`config.mk`:
```
export PLATFORM = sky130hd
export DESIGN_NAME = priority_merge_arbiter
export DESIGN_NICKNAME = d
export VERILOG_FILES = /design/src/rtl/priority_merge_arbiter.sv
export SDC_FILE = /design/constraint.sdc
export NUM_CORES = 1
export LEC_CHECK = 0
export BUFFER_PORTS_ARGS = -buffer_cell sky130_fd_sc_hd__buf_2
export CAP_MARGIN = 30
export CORE_AREA = 2 2 47 49
export DETAILED_ROUTE_END_ITERATION = 6
export DIE_AREA = 0 0 49 51
export PLACE_DENSITY = 0.88
export SYNTH_ARGS = -nofsm -noshare
export SYNTH_HDL_FRONTEND = slang
export SYNTH_SLANG_ARGS = --single-unit
```
`constraint.sdc`:
```
create_clock -name clock -period 1.85 [get_ports clock]
set_clock_uncertainty 0.15 [all_clocks]
set_input_delay 0.0925 -clock clock [delete_from_list [all_inputs] [get_ports clock]]
set_output_delay 0.0925 -clock clock [all_outputs]
set_load 0.01 [all_outputs]
```
`src/rtl/priority_merge_arbiter.sv`:
```
// Fixed-priority merge of INPUT_COUNT ready/valid streams into one.
// Ports:
//   clock, clear_n      : clock, synchronous active-low reset
//   input_valid/ready   : per-input handshake (bit i = input i)
//   input_data          : packed words, input i at [WORD_WIDTH*i +: WORD_WIDTH]
//   requests_mask       : per-input grant eligibility
//   output_valid/ready  : merged handshake
//   output_data         : merged word (zero when nothing granted)
//   grant               : current one-hot or zero grant
//   grant_previous      : grant registered on the last rising edge
module priority_merge_arbiter #(
    parameter int    WORD_WIDTH     = 8,
    parameter int    INPUT_COUNT    = 4,
    parameter string IMPLEMENTATION = "AND",
    localparam int   TOTAL_WIDTH    = WORD_WIDTH * INPUT_COUNT
) (
    input  logic                   clock,
    input  logic                   clear_n,
    input  logic [INPUT_COUNT-1:0] input_valid,
    output logic [INPUT_COUNT-1:0] input_ready,
    input  logic [TOTAL_WIDTH-1:0] input_data,
    input  logic [INPUT_COUNT-1:0] requests_mask,
    output logic                   output_valid,
    input  logic                   output_ready,
    output logic [WORD_WIDTH-1:0]  output_data,
    output logic [INPUT_COUNT-1:0] grant,
    output logic [INPUT_COUNT-1:0] grant_previous
);

    logic [INPUT_COUNT-1:0] req;
    logic [INPUT_COUNT-1:0] prio;
    logic [INPUT_COUNT-1:0] grant_d;
    logic [INPUT_COUNT-1:0] grant_prev_q;
    logic                   hold;

    assign req  = input_valid & requests_mask;
    // Isolate the lowest-index set bit: highest priority wins.
    assign prio = req & (~req + INPUT_COUNT'(1));
    // The holder keeps its turn as long as it still requests.
    assign hold = |(grant_prev_q & req);

    always_comb begin
        grant_d = '0;
        if (clear_n) begin
            grant_d = hold ? grant_prev_q : prio;
        end
    end

    always_ff @(posedge clock) begin
        if (!clear_n) begin
            grant_prev_q <= '0;
        end else begin
            grant_prev_q <= grant_d;
        end
    end

    assign grant          = grant_d;
    assign grant_previous = grant_prev_q;
    assign output_valid   = |grant_d;

    generate
        if (IMPLEMENTATION == "AND") begin : g_and
            always_comb begin
                output_data = '0;
                for (int i = 0; i < INPUT_COUNT; i++) begin
                    output_data = output_data
                        | ({WORD_WIDTH{grant_d[i]}}
                           & input_data[WORD_WIDTH*i +: WORD_WIDTH]);
                end
            end
            assign input_ready = {INPUT_COUNT{output_ready}} & grant_d;
        end else if (IMPLEMENTATION == "MUX") begin : g_mux
            always_comb begin
                output_data = '0;
                for (int i = 0; i < INPUT_COUNT; i++) begin
                    output_data = output_data
                        | (grant_d[i]
                           ? input_data[WORD_WIDTH*i +: WORD_WIDTH]
                           : WORD_WIDTH'(0));
                end
            end
            always_comb begin
                input_ready = '0;
                for (int i = 0; i < INPUT_COUNT; i++) begin
                    input_ready[i] = grant_d[i] ? output_ready : 1'b0;
                end
            end
        end else begin : g_bad
            $error("priority_merge_arbiter: IMPLEMENTATION must be AND or MUX");
        end
    endgenerate

endmodule

```
==> run_results.csv, run 1 <==
group,metric,value,unit
layout,finish.instance_area,1161,um2
layout,antenna_diodes,0,
critical_path,reg2reg_to,"grant_previous[1]$_SDFF_PN0_",
layout,area_delta_synth_final,64.83,%
critical_path,worst_setup_path_start_kind,"register",
placed_design,numPortBuffers,63,
timing,timing.hold.ws,0.08884,ns
layout,drive_gt1_frac,0.6065,
synthesis,synthDistinctLibCells,21,
pwr,power_leakage,0.6463,nW
synthesis,yosys_warnings,0,
floorplan,die-area,2499,um2
layout,layout_common_cells,"60 x buf_2, 16 x nand2_1, 13 x mux2i_1",
timing,worst-slew-pin-transition,0.3500,ns
floorplan,rows,17,
pwr,power_density,366.9,nW/um2
outcome,outcome,"complete, but fails checks",
synthesis,postSynthRegisterBits,4,
clocking,tritoncts,"built",
clocking,cts_htree_levels,1,
floorplan,num_io_pins,64,
critical_path,crit_path_max_fanout,7,
critical_path,type_of_destination_of_the_critical_path,"output port",
timing,hold_violations,0,
floorplan,core-area,2063,um2
timing,clock.fmax,516.4,MHz
critical_path,worstPathRequired,1.61,ns
critical_path,worst-path-stages,5,
critical_path,critPathBufInv,1,
timing,grt_setup_unrepaired,"true",
critical_path,minimum_setup_slack_among_reg_to_reg_paths,0.44,ns
outcome,violations,"setup timing",
clocking,cts_made_buffers,3,
clocking,clock_tree.root_cell,"clkbuf_4",
critical_path,family_of_cells_with_the_greatest_summed_delay_on_the_critical_path,"simple AND/OR/NAND/NOR gates",
synthesis,synth_sequential_area_ratio,0.1137,
layout,largest_register_ff_count,4,
clocking,clock_insertion_delay_worst_skew,0.24,ns
pwr,vdd_ir_drop_max,0.2548,mV
critical_path,destination_of_the_critical_timing_path,"output_valid",
min_path,min-delay-path-class,"input pin to register",
timing,setup_viol,9,
clocking,number_of_hold_repair_buffers_added_at_the_cts_stage,0,
timing,report.final.slew_viol_count,0,
critical_path,timing.rr.start,"grant_previous[2]$_SDFF_PN0_",
route,detail_route.wirelength,2651,um
critical_path,reg2reg_depth,4,
critical_path,path_cells,"nand3_2 > and4_4 > mux2i_2 > or4_4 > buf_6",
floorplan,floorplan.die.width,49,um
timing,layout_setup_ws,-0.08666,ns
route,drc,0,
timing,period_share,1.047,
grt,grt_util_all_layers,0.2107,
route,detailroute.via_count,1018,
placed_design,placement.cell_area,1065,um2
route,drtIter0Drc,29,
layout,num-nets-final,200,
route,detail_route.vias_per_cell,5.563,
grt,grt_first_pass_wirelength,4243,um
placed_design,placed_cells_incl_taps,177,
synthesis,post_synth.cell_area_avg,8.191,um2
timing,relSlewSlack,0.7646,
critical_path,timing_worst_setup_path_type,"register to output port",
run,max-cap-violations,0,
grt,initial_antenna_violation_count,0,
layout,post_layout_nonfiller_instances,183,
placed_design,globalplace.congestion,0.7442,
grt,grt_pass1_vias,1000,
critical_path,cpMaxStageDelayCell,"or4_4",
layout,layout_commonest_cell,"buf_2",
grt,grt_start_max_net_pins,14,
synthesis,mappedNetlistArea,704.4,um2
route,wl_per_cell,14.49,um
floorplan,floorplan.die.height,51,um
placed_design,dp.final_hpwl,2055,um
route,number_of_detailed_route_iterations_in_the_first_pass,4,
synthesis,postSynthCellCount,86,
synthesis,synth_nets,129,
clocking,tritoncts_num_sinks,4,
grt,grt.overflow.total,0,
critical_path,slowest_delay,0.54,ns
floorplan,floorplan.initialDensity,0.3414,
clocking,clk_transition_reported_paths,0.04,ns
pwr,power.total,426.0,uW
timing,final.min_clock_period,1.937,ns
route,final_antenna_net_count,0,
critical_path,critPathArrivalTime,1.69,ns
critical_path,worst_setup_path_startpoint,"grant_previous[0]$_SDFF_PN0_",
clocking,cts_max_path_buffers,2,
## kinds of logic after synthesis
group,synth area share
multiplexers,0.2273
AND/OR/NAND/NOR,0.2292
flip-flops,0.1137
AO/OA/AOI/OAI,0.3233
buffers and inverters,0.1066
## layout make-up
cell class,instances,area (um2)
Inverter,1,3.754
Fill cell,188,902.1
Sequential cell,4,85.08
Multi-Input combinational cell,71,579.3
Tap cell,28,35.03
Timing Repair Buffer,76,435.4
Clock buffer,3,22.52
## layer usage
layer,GRT usage,vias up,part of all wire
li1,-,481,-
met1,0.2238,459,0.38
met2,0.4132,74,0.50
met3,0.06140,4,0.11
met4,0.03810,0,0.0041
met5,0,-,0
## worst min path at each step
| stage | cells past startpoint | end | start | slack, ns |
|---|---|---|---|---|
| after floorplan | 2 | grant_previous[0]$_SDFF_PN0_ | clear_n | 0.1 |
| after global placement | 3 | grant_previous[2]$_SDFF_PN0_ | requests_mask[2] | 0.29 |
| after detailed placement | 3 | grant_previous[2]$_SDFF_PN0_ | requests_mask[2] | 0.29 |
| after CTS | 3 | grant_previous[2]$_SDFF_PN0_ | requests_mask[2] | 0.07 |
| after global routing | 3 | grant_previous[2]$_SDFF_PN0_ | requests_mask[2] | 0.11 |
| final | 3 | grant_previous[2]$_SDFF_PN0_ | requests_mask[2] | 0.09 |
## repair_timing
item,in CTS,in global routing
gates resized for setup,8,5
buffers inserted,3,1
cloned,0,0
setup endpoints to repair,11,12
pin swaps,6,0
## Yosys cell counts (all sizes together)
cell | count | area, um2
mux2i | 16 | 160.2
nand2 | 16 | 60.06
a221o | 8 | 80.08
a22o | 8 | 70.07
a32oi | 8 | 70.07
buf | 7 | 60.05
and2 | 5 | 31.28
dfxtp | 4 | 80.08
nand3 | 4 | 30.03
clkbuf | 3 | 11.26
a21boi | 1 | 7.510
and3 | 1 | 6.260
and4 | 1 | 11.26
inv | 1 | 3.750
nand4 | 1 | 6.260
nand4b | 1 | 8.760
or4 | 1 | 7.510
## tightest hold or removal path: stages
cell and delay [ns]:
buf_2 0.12, nand4_1 0.11, mux2i_1 0.10
## where the power goes
group          internal (mW)  switching, mW
clock network         0.0728         0.0394
logic                  0.115          0.106
registers             0.0909        0.00270
## per-stage QoR
step           worst slack, ns  utilization  TNS [ns]
2_1_floorplan          0.01929            -         0
5_1_grt                -0.1355       0.5628    -1.188
6_report              -0.08666       0.5628   -0.5876
3_5_place_dp            0.1191       0.5161         0
4_1_cts               -0.08159       0.5525   -0.6122
3_3_place_gp            0.1640       0.5161         0
(Power assumes the default switching activity.)
==> run 2: changes to the inputs <==
CORE_AREA = 2 2 48 50   (was 2 2 47 49)
CTS_BUF_LIST = sky130_fd_sc_hd__clkbuf_4 sky130_fd_sc_hd__clkbuf_8   (was default)
DIE_AREA = 0 0 50 52   (was 0 0 49 51)
PLACE_DENSITY = 0.85   (was 0.88)
==> run 2 against run 1 <==
The flow still finishes with violations (setup timing). Worst hold slack worse by 0.017 ns. Setup slack worse by 0.0060 ns. Clock power shrank 5%. Global-route usage decreased by 2.3 points.
==> run_results.csv, run 2 (synthesized netlist as in run 1, its figures left out) <==
group,metric,value,unit
grt,grt.overflow.total,0,
pwr,power_density,365.1,nW/um2
clocking,cts_htree_levels,1,
timing,period_share,1.050,
timing,relSlewSlack,0.7516,
grt,grt_first_pass_wirelength,3836,um
critical_path,worst_setup_path_start_kind,"register",
floorplan,rows,17,
route,detail_route.wirelength,2563,um
timing,worst-slew-pin-transition,0.3726,ns
timing,final.min_clock_period,1.943,ns
layout,post_layout_nonfiller_instances,182,
layout,fill_cells,220,
clocking,number_of_hold_repair_buffers_added_at_the_cts_stage,0,
clocking,cts_max_path_buffers,2,
grt,grt_pass1_vias,919,
clocking,cts_made_buffers,3,
timing,clock.fmax,514.8,MHz
floorplan,num_io_pins,64,
layout,finish.instance_area,1132,um2
layout,multiInputGateArea,570.5,um2
placed_design,pre_cts_slack,0.06777,ns
min_path,min-delay-path-class,"input pin to register",
layout,layout.core_utilization,0.5377,
layout,drive_gt1_frac,0.5844,
route,detail_route.vias_per_cell,5.588,
critical_path,critPathArrivalTime,1.70,ns
floorplan,die-area,2600,um2
outcome,outcome,"complete, but fails checks",
route,number_of_detailed_route_iterations_in_the_first_pass,4,
grt,initial_antenna_violation_count,0,
clocking,clk_transition_reported_paths,0.04,ns
clocking,clock_tree.root_cell,"clkbuf_4",
clocking,tritoncts,"built",
placed_design,numPortBuffers,63,
floorplan,floorplan.die.height,52,um
layout,layout_common_cells,"62 x buf_2, 16 x nand2_1, 14 x mux2i_1",
critical_path,worstPathRequired,1.61,ns
timing,hold_violations,0,
placed_design,placed_cells_incl_taps,176,
layout,area_delta_synth_final,60.75,%
clocking,clock_insertion_delay_worst_skew,0.23,ns
placed_design,dp.final_hpwl,2002,um
timing,report.final.slew_viol_count,0,
floorplan,floorplan.initialDensity,0.3345,
placed_design,globalplace.congestion,0.7461,
grt,grt_util_all_layers,0.1873,
timing,grt_setup_unrepaired,"true",
grt,grt_start_max_net_pins,14,
pwr,power_leakage,0.6403,nW
route,drc,0,
floorplan,core-area,2106,um2
timing,setup_viol,11,
layout,layout_commonest_cell,"buf_2",
layout,ff_latch_area,85.08,um2
floorplan,floorplan.die.width,50,um
layout,num-nets-final,199,
timing,layout_setup_ws,-0.09266,ns
timing,fin_setup_tns,-0.5005,ns
critical_path,type_of_destination_of_the_critical_path,"output port",
route,detailroute.via_count,1017,
route,drtIter0Drc,24,
outcome,violations,"setup timing",
route,wl_per_cell,14.08,um
layout,antenna_diodes,0,
critical_path,timing_worst_setup_path_type,"register to output port",
placed_design,placement.cell_area,1057,um2
pwr,vdd_ir_drop_max,0.2343,mV
run,max-cap-violations,0,
clocking,tritoncts_num_sinks,4,
critical_path,crit_path_max_fanout,8,
route,final_antenna_net_count,0,
layout,largest_register_ff_count,4,
[run 2: changes by cell type in the layout (fill, tap and decap cells not counted), sizes merged]
cell,change
buf,-1
[run 2: metrics by stage]
stage / hold slack [ns] / power (mW)
5_1_grt: 0.09632 / 0.4453
3_3_place_gp: 0.2814 / 0.2913
3_5_place_dp: 0.2881 / 0.2953
6_report: 0.07143 / 0.4135
2_1_floorplan: 0.09600 / 0.2031
4_1_cts: 0.06993 / 0.4181
[run 2: timing repair]
item	in CTS	in global routing
setup endpoints to repair	14	12
setup buffers	4	0
gates resized for setup	8	0
pin swaps	6	0
[run 2: area by class of cell]
cell class | instances | share of cell area
multi-input cells | 71 | 0.5039
repair buffers | 75 | 0.3668
flip-flops and latches | 4 | 0.07514
well taps | 28 | 0.03094
clock buffers | 3 | 0.01989
inverters | 1 | 0.003315
[run 2: final timing paths]
kind,startpoint,endpoint,slack [ns],cells after the start
worst max-delay path,grant_previous[3]$_SDFF_PN0_,output_valid,-0.09,5
worst min-delay path,requests_mask[2],grant_previous[2]$_SDFF_PN0_,0.07,3
worst max register to register,grant_previous[3]$_SDFF_PN0_,grant_previous[0]$_SDFF_PN0_,0.52,4
worst min register to register,grant_previous[3]$_SDFF_PN0_,grant_previous[3]$_SDFF_PN0_,0.39,2
[run 2: worst max-delay path: stages, from the launching register on]
cell and delay, ns:
dfxtp_2 0.32, nand3_2 0.07, and4_4 0.30, mux2i_2 0.10, or4_4 0.54, buf_6 0.13
[run 2: where the power goes]
| group | internal [mW] | switching, mW |
|---|---|---|
| Combinational | 0.111 | 0.103 |
| Clock | 0.0724 | 0.0334 |
| Sequential | 0.0910 | 0.00272 |
[run 2: metal layers]
metal  global-route usage  wire [um]  up-vias  part of all wire
met3              0.06609        300        0              0.12
met5                    0          0        -                 0
met4              0.02778          0        0                 0
met1               0.1906        967      467              0.38
li1                     -          -      480                 -
met2               0.3684       1295       70              0.51
